<file path="config.mk">
export PLATFORM = sky130hd
export DESIGN_NAME = led_group_sequencer
export DESIGN_NICKNAME = d
export VERILOG_FILES = /design/src/rtl/led_group_sequencer.sv
export SDC_FILE = /design/constraint.sdc
export NUM_CORES = 1
export LEC_CHECK = 0
export ABC_AREA = 1
export CORE_MARGIN = 2
export CORE_UTILIZATION = 55
export DETAILED_ROUTE_END_ITERATION = 7
export PLACE_DENSITY = 0.82
export SYNTH_ARGS = -nofsm -noshare
export SYNTH_HDL_FRONTEND = slang
export SYNTH_SLANG_ARGS = --single-unit
</file>
<file path="constraint.sdc">
create_clock -name clk -period 3 [get_ports clk]
set_input_delay 0.75 -clock clk [delete_from_list [all_inputs] [get_ports clk]]
set_output_delay 0.75 -clock clk [all_outputs]
set_load 0.02 [all_outputs]
</file>
<file path="src/rtl/led_group_sequencer.sv">
// led_group_sequencer: UART-framed config of four LED groups, sequenced one at a time with 100-step PWM.
// Optional LED_SEQ_DONE_REPORT_EN queues byte 0xD0 when a finite run completes on its own.
module led_group_sequencer #(
  parameter int PWM_DIV  = 500,
  parameter int TICK_DIV = 50000
) (
  input  logic       clk,
  input  logic       rst,
  input  logic [7:0] rx_data,
  input  logic       rx_done,
  output logic [7:0] txdata,
  output logic       tx_DataEn,
  input  logic       tx_done,
  output logic [3:0] led_out,
  output logic       busy,
  output logic [1:0] cur_group
);
  localparam int PW = $clog2(PWM_DIV + 1);
  localparam int TW = $clog2(TICK_DIV + 1);
  typedef enum logic [1:0] {P_HDR, P_CMD, P_VAL} p_t;
  typedef enum logic [1:0] {T_IDLE, T_SEND, T_WAIT} t_t;
  typedef enum logic {S_IDLE, S_RUN} s_t;
  p_t p_q, p_d;
  t_t t_q, t_d;
  s_t s_q, s_d;
  logic [7:0] cmd_q, cmd_d, val_q, val_d;
  logic exec_q, exec_d, start_q, start_d, stop_q, stop_d;
  logic [3:0][6:0] duty_q, duty_d;
  logic [3:0][7:0] dwell_q, dwell_d;
  logic [7:0] rounds_q, rounds_d, rcnt_q, rcnt_d, dcnt_q, dcnt_d;
  logic [1:0] grp_q, grp_d;
  logic [PW-1:0] pcnt_q, pcnt_d;
  logic [TW-1:0] tcnt_q, tcnt_d;
  logic [6:0] step_q, step_d, shadow_q, shadow_d;
  logic pend_q, pend_d;
  logic [7:0] pbyte_q, pbyte_d, txdata_q, txdata_d;
  logic ok, done_ev, enter, step_en, tick, expire, resp_v, pv;
  logic [7:0] resp, pb;
  assign p_d = !rx_done ? p_q :
               p_q == P_HDR ? (rx_data == 8'hA5 ? P_CMD : P_HDR) :
               p_q == P_CMD ? (rx_data == 8'hA5 ? P_CMD : P_VAL) : P_HDR;
  assign cmd_d  = rx_done && p_q == P_CMD ? rx_data : cmd_q;
  assign val_d  = rx_done && p_q == P_VAL ? rx_data : val_q;
  assign exec_d = rx_done && p_q == P_VAL;
  always_comb begin
    duty_d = duty_q;
    dwell_d = dwell_q;
    rounds_d = rounds_q;
    ok = 1'b0;
    start_d = 1'b0;
    stop_d = 1'b0;
    if (exec_q) begin
      if (cmd_q[7:2] == 6'b000100) begin
        duty_d[cmd_q[1:0]] = val_q > 8'd100 ? 7'd100 : val_q[6:0];
        ok = 1'b1;
      end else if (cmd_q[7:2] == 6'b001000) begin
        dwell_d[cmd_q[1:0]] = val_q == 8'd0 ? 8'd1 : val_q;
        ok = 1'b1;
      end else if (cmd_q == 8'h30) begin
        rounds_d = val_q;
        start_d = 1'b1;
        ok = 1'b1;
      end else if (cmd_q == 8'h40) begin
        stop_d = 1'b1;
        ok = 1'b1;
      end
    end
  end
  assign step_en = pcnt_q == PW'(PWM_DIV - 1);
  assign pcnt_d  = step_en ? '0 : pcnt_q + 1'b1;
  assign step_d  = !step_en ? step_q : step_q == 7'd99 ? 7'd0 : step_q + 7'd1;
  assign tick    = tcnt_q == TW'(TICK_DIV - 1);
  assign tcnt_d  = tick ? '0 : tcnt_q + 1'b1;
  assign expire  = s_q == S_RUN && tick && dcnt_q + 8'd1 >= dwell_q[grp_q];
  // start/stop commands take priority over a coincident dwell expiry
  always_comb begin
    s_d = s_q;
    grp_d = grp_q;
    dcnt_d = dcnt_q;
    rcnt_d = rcnt_q;
    enter = 1'b0;
    done_ev = 1'b0;
    if (start_q) begin
      s_d = S_RUN;
      grp_d = 2'd0;
      dcnt_d = 8'd0;
      rcnt_d = 8'd0;
      enter = 1'b1;
    end else if (stop_q) begin
      s_d = S_IDLE;
    end else if (expire) begin
      dcnt_d = 8'd0;
      if (grp_q == 2'd3) begin
        rcnt_d = rcnt_q + 8'd1;
        if (rounds_q != 8'd0 && rcnt_d == rounds_q) begin
          s_d = S_IDLE;
`ifdef LED_SEQ_DONE_REPORT_EN
          done_ev = 1'b1;
`endif
        end else begin
          grp_d = 2'd0;
          enter = 1'b1;
        end
      end else begin
        grp_d = grp_q + 2'd1;
        enter = 1'b1;
      end
    end else if (s_q == S_RUN && tick) begin
      dcnt_d = dcnt_q + 8'd1;
    end
  end
  assign shadow_d = enter ? duty_q[grp_d] : step_en && step_q == 7'd99 ? duty_q[grp_q] : shadow_q;
  // a fresh response bypasses the pending slot when the transmitter is idle
  assign resp_v   = exec_q | done_ev;
  assign resp     = exec_q ? (ok ? 8'h5A : 8'hEE) : 8'hD0;
  assign pv       = pend_q | resp_v;
  assign pb       = resp_v ? resp : pbyte_q;
  assign t_d      = t_q == T_IDLE ? (pv ? T_SEND : T_IDLE) : t_q == T_SEND ? T_WAIT : (tx_done ? T_IDLE : T_WAIT);
  assign txdata_d = t_q == T_IDLE && pv ? pb : txdata_q;
  assign pend_d   = pv && t_q != T_IDLE;
  assign pbyte_d  = pb;
  always_ff @(posedge clk) begin
    if (rst) begin
      p_q <= P_HDR;
      t_q <= T_IDLE;
      s_q <= S_IDLE;
      cmd_q <= 8'd0;
      val_q <= 8'd0;
      exec_q <= 1'b0;
      start_q <= 1'b0;
      stop_q <= 1'b0;
      duty_q <= {4{7'd50}};
      dwell_q <= {4{8'd100}};
      rounds_q <= 8'd0;
      rcnt_q <= 8'd0;
      dcnt_q <= 8'd0;
      grp_q <= 2'd0;
      pcnt_q <= '0;
      tcnt_q <= '0;
      step_q <= 7'd0;
      shadow_q <= 7'd0;
      pend_q <= 1'b0;
      pbyte_q <= 8'd0;
      txdata_q <= 8'd0;
    end else begin
      p_q <= p_d;
      t_q <= t_d;
      s_q <= s_d;
      cmd_q <= cmd_d;
      val_q <= val_d;
      exec_q <= exec_d;
      start_q <= start_d;
      stop_q <= stop_d;
      duty_q <= duty_d;
      dwell_q <= dwell_d;
      rounds_q <= rounds_d;
      rcnt_q <= rcnt_d;
      dcnt_q <= dcnt_d;
      grp_q <= grp_d;
      pcnt_q <= pcnt_d;
      tcnt_q <= tcnt_d;
      step_q <= step_d;
      shadow_q <= shadow_d;
      pend_q <= pend_d;
      pbyte_q <= pbyte_d;
      txdata_q <= txdata_d;
    end
  end
  assign txdata    = txdata_q;
  assign tx_DataEn = t_q == T_SEND;
  assign busy      = s_q == S_RUN;
  assign cur_group = grp_q;
  assign led_out   = busy && step_q < shadow_q ? 4'b0001 << grp_q : 4'b0000;
endmodule

</file>
== Word level (Yosys, flattened, before mapping) ==
Index checks and enable logic that the tools add are counted.

* $add $sub $neg: 6
* Order comparisons: 7
* Equal/unequal tests: 13
* Shifts and indexed selects: 1
* Multiplexer cells: 51
* Bitwise gates (word level): 5
* Reductions and logical operators: 31

{| class="wikitable"
|+ Operators with widths
! operator !! number
|-
| 8-bit 2-to-1 mux || 7
|-
| 7-bit 2-to-1 mux || 7
|-
| 32-bit bitwise mux || 1
|-
| 7-bit binary-select mux with 2-bit select || 2
|-
| 28-bit bitwise mux || 1
|-
| 2-bit 2-to-1 mux || 11
|-
| 1-bit 2-to-1 mux || 18
|-
| 16-bit by 1-bit adder with 16-bit output (second input constant) || 1
|-
| 8-bit by 1-bit adder with 8-bit output (second input constant) || 2
|-
| 8-bit binary-select mux with 2-bit select || 1
|-
| 8-bit demux with 2-bit select || 1
|-
| 16-bit equality test (second input constant) || 1
|-
| 7-bit demux with 2-bit select || 1
|-
| 1-bit logical AND || 10
|-
| 9-bit by 1-bit adder with 9-bit output (second input constant) || 1
|-
| 9-bit equality test (second input constant) || 1
|-
| 2-bit by 3-bit < comparator with 1-bit output (second input constant) || 3
|-
| 3-bit AND reduction || 3
|-
| 3-bit nonzero test || 3
|-
| 8-bit by 6-bit equality test with 1-bit output (second input constant) || 1
|-
| 8-bit by 7-bit equality test with 1-bit output (second input constant) || 1
|-
| 8-bit equality test || 1
|-
| 8-bit equality test (second input constant) || 1
|-
| 8-bit greater-or-equal comparator || 1
|-
| 23 further kinds || 34
|}

* Register bits: 166
* Bits of input ports: 12
* Output and inout bits: 16
* Word-level logic and storage cells: 141

== Depth between registers and ports, before layout ==
* Depth in word-level cells: 11
* Depth in mapped cells: 22

== Least setup slack after synthesis ==
No wires, ideal clock.

* Kind: flip-flop to flip-flop
* Start: register grp_q[0] (netlist: cur_group[0])
* End: register shadow_q[4]
* Library setup time: 0.122 ns
* Arrival: 3.009 ns
* Required time: 2.878 ns
* Path slack: -0.130 ns
* Cell stages (with the launch flop): 21
* Buffers on the path: 3
* Cells stage by stage: dfxtp_1 inv_1 clkbuf_1 buf_1 nand2_1 a32o_1 ha_1 nand2_1 nor2_1 nand4_1 nand3_1 nand2_1 o21ai_0 inv_2 nand2_4 nand2_4 buf_6 nand2_1 nand3_1 nand3_1 a21oi_2

* Cells in the longest elaborated chain, start to end: 10
* Elaborated cells on any way between the ends: 22
* Those cells by class: 1 x add/sub; 1 x order compare; 1 x eq/ne; 17 x mux; 2 x reduce/logical

{| class="wikitable"
|+ Ends and longest elaborated chain
! item !! RTL line !! source
|-
| start, declared || 31 || <nowiki>logic [1:0] grp_q, grp_d;</nowiki>
|-
| start signal, assigned || 159 || <nowiki>grp_q <= grp_d;</nowiki>
|-
| 8-bit binary-select mux with 2-bit select || 74 || <nowiki>assign expire = s_q == S_RUN && tick && dcnt_q + 8'd1 >= dwell_q[grp_q];</nowiki>
|-
| 8-bit 2-to-1 mux (not written as such) || 74 ||
|-
| 8-bit greater-or-equal comparator || 74 ||
|-
| 1-bit logical AND || 74 ||
|-
| 2-bit 2-to-1 mux || 91 || <nowiki>end else if (expire) begin</nowiki>
|-
| 2-bit 2-to-1 mux || 89 || <nowiki>end else if (stop_q) begin</nowiki>
|-
| 2-bit 2-to-1 mux || 83 || <nowiki>if (start_q) begin</nowiki>
|-
| 7-bit binary-select mux with 2-bit select || 112 || <nowiki>assign shadow_d = enter ? duty_q[grp_d] : step_en && step_q == 7'd99 ? duty_q[grp_q] : shadow_q;</nowiki>
|-
| 7-bit 2-to-1 mux (not written as such) || 112 ||
|-
| 7-bit 2-to-1 mux || 112 ||
|-
| end signal, assigned || 163 || <nowiki>shadow_q <= shadow_d;</nowiki>
|-
| end, declared || 34 || <nowiki>logic [6:0] step_q, step_d, shadow_q, shadow_d;</nowiki>
|}

Several ways; a longest one is shown, not always the timed one. The select of a mux whose other input is x is not followed.
A chain may end at the register's enable or synchronous reset.

== Worst setup path in the final report ==
* Start: register grp_q[0] (netlist: cur_group[0])
* End: register shadow_q[1]

The elaborated chain is that of the path after synthesis.

==> metrics.yaml <==
run_status:
  status: "finished clean"
critical_path:
  crit_path_max_incr_delay_ns: 0.35
  crit_family: "simple AND/OR/NAND/NOR gates"
  crit_type: "reg2reg"
  worstSetupEndpointType: "flip-flop"
  crit_top_cell: "nand2_1"
  slowest_stage: "buf_4"
  worst-path-buf-inv: 2
  critical_path_arrival_ns: 3.18
  start_kind: "flip-flop"
  critPathRequiredTime_ns: 3.32
  worstPathCellList: "buf_4 > nand2_1 > a32o_1 > ha_1 > a21oi_1 > o21ai_0 > nand2_1 > nand3_2 > nand2_2 > inv_1 > nand2_1 > nand2_4 > nand2_8 > nand2_8 > nand2_1 > nand3_1 > nand3_1 > a21oi_1"
  worst-path-max-fanout: 34
global_route:
  grt-busiest-layer: "met2"
  gr-usage-met1_pct: 32.8
  use_met3_pct: 4.98
  grt_max_degree: 35
  first_global_vias: 6342
  gr-usage-met2_pct: 39.2
  antenna_found_initial: 0
  gr-total-overflow: 0
  grt_usage_pct: 24.7
  grt_pass1_wl_mm: 29.9
layout:
  register_area_mm2: 0.00333
  fin_util_pct: 64.8
  areaGrowthSynthToFinish_pct: 15.4
  diodes: 0
  n_fill_cell: 1177
  stdcell_count: 1291
  multi_input_area_mm2: 0.00395
  drive_gt1_share_pct: 10.4
  layout.nets: 1134
  fin_area_mm2: 0.00900
power_and_ir_drop:
  power_frac_comb_pct: 1.8
  p_switching_mw: 1.03
  vdd_drop_max_mv: 0.382
  intPower_mw: 3.49
  switching_share_pct: 22.9
  power_frac_clock_pct: 49.2
  power_density_mw_per_mm2: 502
  leakage_nw: 3.66
  seq_power_share_pct: 49.0
clock_tree:
  cts_buffers: 17
  cts-root-buf: "clkbuf_16"
  clkLatencyLatePin_ns: 0.44
  path_clk_slew_ns: 0.07
  cts_buffer_depth: 2
  h-tree-depth: 4
  cts_sinks: 166
  cts_tree: "yes"
  hold_buffers: 0
floorplanning:
  coreArea_mm2: 0.0139
  die_w_um: 123
  die_height_um: 123
  start_util_pct: 56.1
  rows: 43
  dieArea_mm2: 0.0151
  ios: 28
sta:
  max-slew-margin-rel_pct: 38.6
  fin_crit_sh_pct: 95.2
  worst_pin_slew_ns: 0.909
  drv_slew: 0
  final.setup_skew_ns: 0.0104
  max_freq_ghz: 0.350
  setup_tns_ns: 0
  finalHoldViolCount: 0
  min_period_ns: 2.86
  setup_viol: 0
placement:
  io_buffers: 27
  dp.cells: 1257
  gp_congestion: 0.875
  dp_hpwl_mm: 12.6
  placed_cell_area_mm2: 0.00830
logic_synthesis:
  syn_inst: 1066
  async_flop_share_pct: 0
  synthDistinctLibCells: 38
  ys_seq_area_share_pct: 42.6
  avgSynthCellArea_um2: 7.31
  synth_top_flop_cell: "dfxtp_1"
  synth_edf_count: 0
  synth-seq-cells: 166
  yosysWarnings: 0
  syn-cell-area_mm2: 0.00779
  syn-num-nets: 1101
min_path:
  worstHoldPathType: "reg2reg"
route:
  routed_via_density: 5.59
  drt_iter0_drc: 646
  drt_wl_total_mm: 18.4
  drc: 0
  avgRoutedWirePerCell_um: 14.3
  ant_nets: 0
  via_count: 7220
  drtPass1Iterations: 5
flow_run:
  maxCapViolCount: 0
==> per-stage QoR <==
stage,setup slack (ns),hold WS (ns),total power [mW]
2_1_floorplan,0.0244,0.418,2.31
3_3_place_gp,0.129,0.430,2.35
3_5_place_dp,0.0498,0.442,2.35
4_1_cts,0.0297,0.459,4.53
5_1_grt,-0.0798,0.483,4.62
6_report,0.143,0.456,4.52
==> layout by cell type (no fill, tap or decap), types with 17 or more instances in the layout <==
master             n
clkdlybuf4s50_1   23
nand2_1          170
o211ai_1          19
inv_1            113
dfxtp_1          159
a21oi_1           99
ha_1              22
clkbuf_16         17
nor2_1           127
o21ai_0          101
buf_4             18
nand3_1           72
==> tightest hold or removal path, delay by kind of cell (launching register included) <==
family	cells	cell delay, ns
DFF	1	0.31
and+or+nand+nor	2	0.12
==> final timing paths <==
path | from | endpoint | slack, ns | cells after the start
setup / recovery | cur_group[0] | shadow_q[1] | 0.14 | 18
hold / removal | pbyte_q[6] | pbyte_q[6] | 0.46 | 2
setup reg to reg | cur_group[0] | shadow_q[1] | 0.14 | 18
hold reg to reg | pbyte_q[6] | pbyte_q[6] | 0.46 | 2
==> synth_stat cells (7+ instances only) <==
cell,n,share of area [%]
nand4_1,10,0.80
inv_2,8,0.39
clkbuf_1,23,1.1
nand2_1,171,8.2
xor2_1,10,1.1
o211ai_1,19,1.8
inv_1,115,5.5
nor4_1,8,0.64
a21oi_1,102,6.6
nand3_1,74,4.8
a32o_1,7,0.90
a211oi_1,11,1.1
nor3_1,11,0.71
o22ai_1,8,0.64
ha_1,23,3.7
o21ai_0,103,6.6
nor2_1,128,6.2
dfxtp_1,166,43
==> layer usage <==
metal	vias up	wire [um]
met5	-	0
met4	0	441
met3	42	1000
met2	236	8580
met1	3299	8400
li1	3643	-
==> cell type report <==
| class | count | share of cell area, % |
|---|---|---|
| Tap cell | 180 | 2.50 |
| Inverter | 127 | 5.34 |
| Timing Repair Buffer | 45 | 4.62 |
| Clock buffer | 17 | 4.73 |
| Clock inverter | 14 | 1.82 |
| Multi-Input combinational cell | 742 | 43.9 |
| Sequential cell | 166 | 37.0 |
==> power groups by stage <==
stage / registers (mW) / logic, mW / clock network, mW
global placement: 2.27 / 0.0809 / 0
detailed placement: 2.27 / 0.0817 / 0
CTS: 2.22 / 0.0822 / 2.23
floorplan: 2.26 / 0.0456 / 0
global route: 2.22 / 0.0911 / 2.32
finish: 2.22 / 0.0824 / 2.22
==> registers in the layout (all words and copies together) (netlist names) <==
signal and cells:
dwell_q 32, duty_q 28, tcnt_q 16, pcnt_q 9, cmd_q 8, dcnt_q 8, pbyte_q 8, rcnt_q 8
rounds_q 8, txdata 8, val_q 8, shadow_q 7, step_q 7, cur_group 2, p_q 2, t_q 2
busy 1, exec_q 1, pend_q 1, start_q 1, stop_q 1
==> cell families (layout without fill, tap and decap cells) <==
group | after synthesis | in the layout | share of synthesized area, %
adder cells (fa/ha/maj) | 23 | 23 | 3.69
AND/OR/NAND/NOR | 439 | 441 | 25.2
XOR/XNOR | 14 | 14 | 1.57
flip-flops | 166 | 166 | 42.6
buffers and inverters | 160 | 203 | 7.96
AO/OA/AOI/OAI | 264 | 264 | 18.9
==> what timing repair did <==
item | 4_1_cts | 5_1_grt
buffers inserted | 0 | 1
cloned | 0 | 2
pin swaps | 0 | 7
endpoints found under the setup margin | 11 | 20
resized for setup | 20 | 22
No activity file was read; power rests on OpenSTA's default activity.
